`src/rtl/booth_arith_pkg.sv`:
```
// Shared arithmetic definitions for the sequential signed divider.
package booth_arith_pkg;

  localparam int unsigned DEF_WIDTH = 8;
  localparam int unsigned ITER      = DEF_WIDTH;
  localparam int unsigned CNT_W     = $clog2(DEF_WIDTH) + 1;

  typedef enum logic [1:0] {
    StIdle = 2'd0,
    StCalc = 2'd1,
    StFix  = 2'd2,
    StDone = 2'd3
  } div_state_t;

  // Unsigned magnitude of a width-bit two's-complement value held in the low bits.
  // The most-negative value maps to 2^(width-1), which still fits in width bits.
  function automatic logic [63:0] twos_mag(input logic [63:0] value, input int unsigned width);
    logic [63:0] mask;
    mask = (64'd1 << width) - 64'd1;
    if (value[width-1]) begin
      twos_mag = (~value + 64'd1) & mask;
    end else begin
      twos_mag = value & mask;
    end
  endfunction

endpackage

```
`src/rtl/div_restore_step.sv`:
```
// One restoring-division step: shift in a dividend bit, trial-subtract the divisor.
module div_restore_step #(
  parameter int unsigned WIDTH = 8
) (
  input  logic [WIDTH:0]   part_rem,
  input  logic             next_bit,
  input  logic [WIDTH-1:0] dsr_mag,
  output logic [WIDTH:0]   new_rem,
  output logic             q_bit
);

  logic [WIDTH+1:0] shifted;
  logic [WIDTH+1:0] trial;

  // Keep the trial difference when non-negative, otherwise restore the shifted remainder.
  always_comb begin
    shifted = {part_rem, next_bit};
    trial   = shifted - {2'b00, dsr_mag};
    q_bit   = ~trial[WIDTH+1];
    new_rem = q_bit ? trial[WIDTH:0] : shifted[WIDTH:0];
  end

endmodule

```
`src/rtl/booth_seq_divider.sv`:
```
// Sequential signed divider: magnitude restoring division, one quotient bit per clock,
// followed by a sign-fix cycle. Valid/ready handshakes on both operand and result sides.
module booth_seq_divider
  import booth_arith_pkg::*;
#(
  parameter int unsigned WIDTH = DEF_WIDTH
) (
  input  logic             clk,
  input  logic             rst_n,
  input  logic             in_valid,
  output logic             in_ready,
  input  logic [WIDTH-1:0] dividend,
  input  logic [WIDTH-1:0] divisor,
  output logic             out_valid,
  input  logic             out_ready,
  output logic [WIDTH-1:0] quotient,
  output logic [WIDTH-1:0] remainder,
  output logic             div_by_zero,
  output logic             overflow
);

  localparam int unsigned      CntW    = $clog2(WIDTH) + 1;
  localparam logic [CntW-1:0]  LastCnt = CntW'(WIDTH - 1);
  localparam logic [WIDTH-1:0] MostNeg = {1'b1, {(WIDTH-1){1'b0}}};

  div_state_t       state_q, state_d;
  logic [WIDTH-1:0] qmag_q;      // dividend magnitude, shifted out as quotient bits shift in
  logic [WIDTH-1:0] dsr_q;
  logic [WIDTH:0]   rem_q;
  logic [CntW-1:0]  cnt_q;
  logic             neg_quo_q, neg_rem_q, ovf_pend_q;
  logic [WIDTH-1:0] quotient_q, remainder_q;
  logic             div_by_zero_q, overflow_q;

  logic [WIDTH-1:0] dvd_mag, dsr_mag;
  logic             dsr_zero, ovf_in;
  logic [WIDTH:0]   step_rem;
  logic             step_q;

  assign dvd_mag  = WIDTH'(twos_mag(64'(dividend), WIDTH));
  assign dsr_mag  = WIDTH'(twos_mag(64'(divisor), WIDTH));
  assign dsr_zero = (divisor == '0);
  assign ovf_in   = (dividend == MostNeg) && (divisor == '1);

  div_restore_step #(
    .WIDTH(WIDTH)
  ) u_step (
    .part_rem(rem_q),
    .next_bit(qmag_q[WIDTH-1]),
    .dsr_mag (dsr_q),
    .new_rem (step_rem),
    .q_bit   (step_q)
  );

  // State register.
  always_ff @(posedge clk or negedge rst_n) begin
    if (!rst_n) begin
      state_q <= StIdle;
    end else begin
      state_q <= state_d;
    end
  end

  // Next-state and handshake outputs.
  always_comb begin
    state_d   = state_q;
    in_ready  = 1'b0;
    out_valid = 1'b0;
    case (state_q)
      StIdle: begin
        in_ready = 1'b1;
        if (in_valid) state_d = dsr_zero ? StDone : StCalc;
      end
      StCalc: if (cnt_q == LastCnt) state_d = StFix;
      StFix:  state_d = StDone;
      StDone: begin
        out_valid = 1'b1;
        if (out_ready) state_d = StIdle;
      end
      default: state_d = StIdle;
    endcase
  end

  // Operand capture, iteration datapath and result registers.
  always_ff @(posedge clk or negedge rst_n) begin
    if (!rst_n) begin
      qmag_q        <= '0;
      dsr_q         <= '0;
      rem_q         <= '0;
      cnt_q         <= '0;
      neg_quo_q     <= 1'b0;
      neg_rem_q     <= 1'b0;
      ovf_pend_q    <= 1'b0;
      quotient_q    <= '0;
      remainder_q   <= '0;
      div_by_zero_q <= 1'b0;
      overflow_q    <= 1'b0;
    end else begin
      case (state_q)
        StIdle: begin
          if (in_valid) begin
            qmag_q     <= dvd_mag;
            dsr_q      <= dsr_mag;
            rem_q      <= '0;
            cnt_q      <= '0;
            neg_quo_q  <= dividend[WIDTH-1] ^ divisor[WIDTH-1];
            neg_rem_q  <= dividend[WIDTH-1];
            ovf_pend_q <= ovf_in;
            if (dsr_zero) begin
              quotient_q    <= '1;
              remainder_q   <= dividend;
              div_by_zero_q <= 1'b1;
              overflow_q    <= 1'b0;
            end
          end
        end
        StCalc: begin
          qmag_q <= {qmag_q[WIDTH-2:0], step_q};
          rem_q  <= step_rem;
          cnt_q  <= cnt_q + CntW'(1);
        end
        StFix: begin
          div_by_zero_q <= 1'b0;
          overflow_q    <= ovf_pend_q;
          if (ovf_pend_q) begin
            quotient_q  <= MostNeg;
            remainder_q <= '0;
          end else begin
            quotient_q  <= neg_quo_q ? -qmag_q : qmag_q;
            remainder_q <= neg_rem_q ? -rem_q[WIDTH-1:0] : rem_q[WIDTH-1:0];
          end
        end
        default: ;
      endcase
    end
  end

  assign quotient    = quotient_q;
  assign remainder   = remainder_q;
  assign div_by_zero = div_by_zero_q;
  assign overflow    = overflow_q;

endmodule

```
`config.mk`:
```
export PLATFORM = sky130hd
export DESIGN_NAME = booth_seq_divider
export DESIGN_NICKNAME = d
export VERILOG_FILES = /design/src/rtl/booth_arith_pkg.sv /design/src/rtl/div_restore_step.sv /design/src/rtl/booth_seq_divider.sv
export SDC_FILE = /design/constraint.sdc
export NUM_CORES = 1
export LEC_CHECK = 0
export ABC_CLOCK_PERIOD_IN_PS = 6230
export CORE_MARGIN = 4
export CORE_UTILIZATION = 40
export DETAILED_ROUTE_END_ITERATION = 16
export PLACE_DENSITY_LB_ADDON = 0.25
export SYNTH_ARGS = -nofsm -noshare
export SYNTH_HDL_FRONTEND = slang
export SYNTH_SLANG_ARGS = --single-unit
```
`constraint.sdc`:
```
create_clock -name clk -period 6.23 [get_ports clk]
set_input_delay 0.623 -clock clk [delete_from_list [all_inputs] [get_ports clk]]
set_output_delay 0.623 -clock clk [all_outputs]
set_load 0.01 [all_outputs]
```
==> metrics <==
met1 global-route usage 23.6%; Ys Warns 0; Antenna diodes 0; Synth area leaders dfrtp_1, ha_1, o21ai_0, nand2_1, xnor2_1; leading cell types in the layout, fill and taps excluded dfrtp_1, nand2_1, clkdlybuf4s50_1, o21ai_0, inv_1; DP Wirelength 5760 um; DR vias 2758; GR met2 Demand/Resource 25.4%; synthesized net count 417; final setup vio count 0; Static Leak 1.67 nW; Final GP Congestion 0.856; Max stage delay cell, worst path nand2b_1; Slew Viols, Final 0; pin count of the biggest net entering global routing 53; setup bufs post-CTS 0; relative slew slack 31.1%; Area growth syn-to-layout 15.1%; layout cells sized above 1 6.39%; die area 10000 um2; Max Fclk 307 MHz; initial core utilization 41.2%; crit-path cells clkdlybuf4s50_1, inv_1, ha_1, or3b_4, nor4_4, nand2b_1, mux2_2; largest area contributor in the netlist dfrtp_1; crit path buf inv count 2; distinct cell type count after synthesis 54; CTS Root Buffer Type clkbuf_8; CTS sink count 52; initial antenna violation count 0; RSZ-0062 raised after global routing false; total CTS buffers 5; fin crit share 52.3%; maximum VDD drop 269 uV; Critical Path Max Stage Delay 0.86 ns; Crit. Startpoint divisor[0]; Post-synth EDFFs 0; Remaining Overflow, GRT 0; drt pass-1 iters 4; clock tree buffer depth 2; Die W 100 um; crit path DAT 3.46 ns; DIE HEIGHT 100 um; Place WS 2.63 ns; Clock Pin Slew Worst Setup and Hold Paths 0.10 ns; final hold vios 0; Core ar. 8220 um2; critical path type input port to flop; Synth async-reset ratio 100%; std cell rows 33; fin worst setup slack 2.97 ns; met3 Use GR 2.71%; post-route cell area 3900 um2; final net count 446; Fillers 781; I/O Pins 40; WL/cell 14.9 um; post-CTS sizing 0; register area share after synthesis 38.4%; cell family with most CP delay simple AND/OR/NAND/NOR gates; vias per cell 5.39; post-route ant nets 0; setup_tns 0 ns; vias in the first global route 2717; PD cells 524 nW/um2; top cell type's share of synthesized area 38.4%; global-route wire length before repair 13300 um; area of placed instances 3820 um2; Max-Cap Viols 0; CP Data Required Time 6.43 ns; register bit total from synthesis 52; Worst-Margin Slew 1.03 ns; synthesized instance count 378; most crowded layer after global routing met2; Min-Delay Path Class input port to async pin; fin crit period 3.26 ns; TritonCTS clock tree built; endpoint class of the critical path flop; port bufs 39; Critical R2R Launch state_q[1]; Post-CTS Hold Fix Bufs 0; # DRC 0; Startpoint Class input port; maximum fanout along the worst path 26; DRT Wirelength 7630 um; clk_lat worst skew 0.30 ns; Main synth FF type dfrtp_1; gr usage total 16.3%; Fin Hold WS 0.430 ns; status finished, final reports clean; Avg Cell Area, Syn 8.96 um2; DRT iter0 DRCs 132; total chip power 0.00205 W; Setup Skew 0.00634 ns; Syn Std Cell Area 3390 um2; H-tree level count 2; commonest non-fill, non-tap cell in the layout dfrtp_1
-- kinds of logic (layout without fill, tap and decap cells) --
kind of cell / after synthesis / after routing / share of synthesized area (%)
buffers and inverters: 44 / 73 / 5.72
xor gates and xnor gates: 30 / 30 / 7.98
AOI/OAI and AO/OA: 102 / 102 / 19.8
adders and majority gates: 19 / 19 / 7.24
muxes: 14 / 14 / 4.21
and+or+nand+nor: 117 / 117 / 16.7
DFF: 52 / 52 / 38.4
-- area by class of cell --
| cell class | instances | area (um2) | area share [%] |
|---|---|---|---|
| sequential | 52 | 1300 | 33.4 |
| clock inverter | 2 | 12.5 | 0.321 |
| tap | 105 | 131 | 3.37 |
| clock buffer | 5 | 68.8 | 1.76 |
| timing repair buffer | 41 | 400 | 10.3 |
| inverter | 25 | 93.8 | 2.41 |
| multi-input combinational | 282 | 1890 | 48.5 |
-- synth_stat cells (4+ instances only) --
cell	n
ha_1	18
nand2_1	47
nor2_1	22
nor2b_1	9
nand2b_1	5
clkbuf_1	13
mux2i_1	12
o31ai_1	8
nor3_1	7
a21oi_1	17
xnor2_1	17
inv_1	25
xor2_1	12
a21oi_2	5
o21ai_0	37
nand3_1	10
o22a_1	4
dfrtp_1	52
-- metrics by stage --
stage                     instances  util [%]
final                           512      47.5
after CTS                       512      47.5
after global routing            512      47.5
after global placement          505      46.5
after detailed placement        505      46.5
after floorplan                 378         -
-- state kept, by name, summed over array words and instances, names as in the netlist --
| name | cells |
|---|---|
| rem_q | 9 |
| overflow | 1 |
| neg_rem_q | 1 |
| ovf_pend_q | 1 |
| div_by_zero | 1 |
| neg_quo_q | 1 |
| cnt_q | 4 |
| qmag_q | 8 |
| remainder | 8 |
| quotient | 8 |
| state_q | 2 |
| dsr_q | 8 |
-- worst paths after layout --
| check | slack, ns | end | cells past startpoint |
|---|---|---|---|
| max in group asynchronous | 5.34 | dsr_q[6] | 2 |
| worst max register to register | 3.02 | quotient[0] | 6 |
| min in group clk | 0.49 | dsr_q[6] | 2 |
| worst min register to register | 0.49 | dsr_q[6] | 2 |
| worst min-delay path | 0.43 | state_q[0] | 2 |
| worst max-delay path | 2.97 | quotient[0] | 7 |
-- power by group --
part | internal (W) | switching [W]
clock network | 0.0000764 | 0.000112
logic | 0.000563 | 0.000653
registers | 0.000485 | 0.000156
-- routing by layer --
| metal | part of all wire [%] | vias to the layer above | wire (um) |
|---|---|---|---|
| met5 | 0 | - | 0 |
| li1 | - | 1369 | - |
| met4 | 1.6 | 0 | 120 |
| met3 | 4.0 | 11 | 309 |
| met2 | 45 | 56 | 3430 |
| met1 | 49 | 1322 | 3770 |
(Power assumes the default switching activity.)
==> variant (same flow settings) <==
The package constant `DEF_WIDTH` goes from 8 to 4.
--- a/src/rtl/booth_arith_pkg.sv
+++ b/src/rtl/booth_arith_pkg.sv
@@ -3,3 +3,3 @@
 
-  localparam int unsigned DEF_WIDTH = 8;
+  localparam int unsigned DEF_WIDTH = 4;
   localparam int unsigned ITER      = DEF_WIDTH;
Ports: changed (resized dividend, divisor, quotient and remainder); port bits go from 40 to 24. No check against the original RTL was run, so the function may have changed too.
==> variant against the original RTL <==
Largest cell class unchanged. Synthesized area is 44% lower. Cell count is 46% lower. Utilization is 3.2 points higher. Sequential cell count is 21 lower. Fmax is 34% higher. Largest power group unchanged. Wire length is 51% lower. Setup slack better by 0.82 ns. Cell area is 42% lower. Total power is 46% lower.
==> variant: results (changes against the original RTL) <==
[outcome]
status = complete, no violations

[global_routing]
grt_pass1_wl_um = 6350  ; -52%
grt_pass1_vias = 1358  ; -50%
grt_max_degree = 32  ; -40%
met3_usage = 0.0328  ; +0.00568
grt.total_usage = 0.134  ; -0.0296

[yosys]
synth.area.mux_share = 0.0776  ; +0.0355
synthAdderAreaFrac = 0.110  ; +0.0377
syn-num-nets = 226  ; -46%
synth_area_leaders = dfrtp_1 41%, ha_1 9.9%, o21ai_0 5.6%
synth_common_cells = 31 x dfrtp_1, 25 x nand2_1, 21 x o21ai_0
synth-xor-area-share = 0.0418  ; -0.0380
synth-compound-area-share = 0.172  ; -0.0251
syn_avg_cell_area_um2 = 9.53  ; +6.3%
ys_types = 39  ; -28%

[placed_design]
gp_congestion = 0.813  ; -5.0%
place_area_um2 = 2170  ; -43%
pre_cts_ws_ns = 3.44  ; +0.807 ns
dp_cells = 268  ; -47%
place_hpwl_um = 2860  ; -50%

[setup_path]
cp_slowest_stage_delay_ns = 0.64  ; -0.22 ns
slowest_stage = a31oi_2
r2r_start = state_q[0]
cp_max_fo = 16  ; -38%
cp_data_arrival_time_ns = 2.60  ; -0.86 ns

[drt]
wl_met2_um = 1590  ; -54%
via_per_inst = 5.21  ; -3.3%
wl_per_cell_um = 13.4  ; -10%
drt_iter0_markers = 71  ; -46%
wl_met3_um = 140  ; -55%
wl_met1_um = 1900  ; -50%
wirelength_um = 3700  ; -51%

[sta]
worstMarginPinSlew_ns = 0.732  ; -0.302 ns
fin_skew_ns = 0.00610  ; -0.000241 ns

[layout]
largest_reg_flops = 5  ; -4
drive_above_1_share = 0.0848  ; +0.0209
num-fill-cells = 431  ; -45%
synthToLayoutAreaGrowth_pct = 20.2
final_nets = 251  ; -44%

[min_path]
hold_path.class = flip-flop to flip-flop

[power]
leakagePower_nw = 1.00  ; -40%
p_sw_frac = 0.400  ; -0.0499

[clock_network]
clkTransAtPathRegs_ns = 0.07  ; -0.03 ns

variant: cell types whose count changed in the layout (fill, tap and decap cells not counted), moves of 6 or more:
cell             unedited run  this run
nand2_1                    47        25
dfrtp_1                    52        31
nor2_1                     22         6
o21ai_0                    37        21
clkdlybuf4s50_1            38        23
xor2_1                     12         1
a21oi_1                    17         7
xnor2_1                    17         8
nand3_1                    10         3
inv_1                      25        19
variant: power groups by stage:
stage	Combinational, mW	Clock (mW)	Sequential (mW)
after floorplan	0.432	0	0.345
after detailed placement	0.600	0	0.348
final	0.593	0.170	0.344
after CTS	0.602	0.174	0.345
after global placement	0.594	0	0.347
after global routing	0.674	0.187	0.355
variant: layout make-up:
class / instances / area share
flip-flops and latches: 31 / 0.342
multi-input cells: 141 / 0.446
clock buffers: 8 / 0.0441
well taps: 52 / 0.0287
repair buffers: 25 / 0.108
inverters: 19 / 0.0314
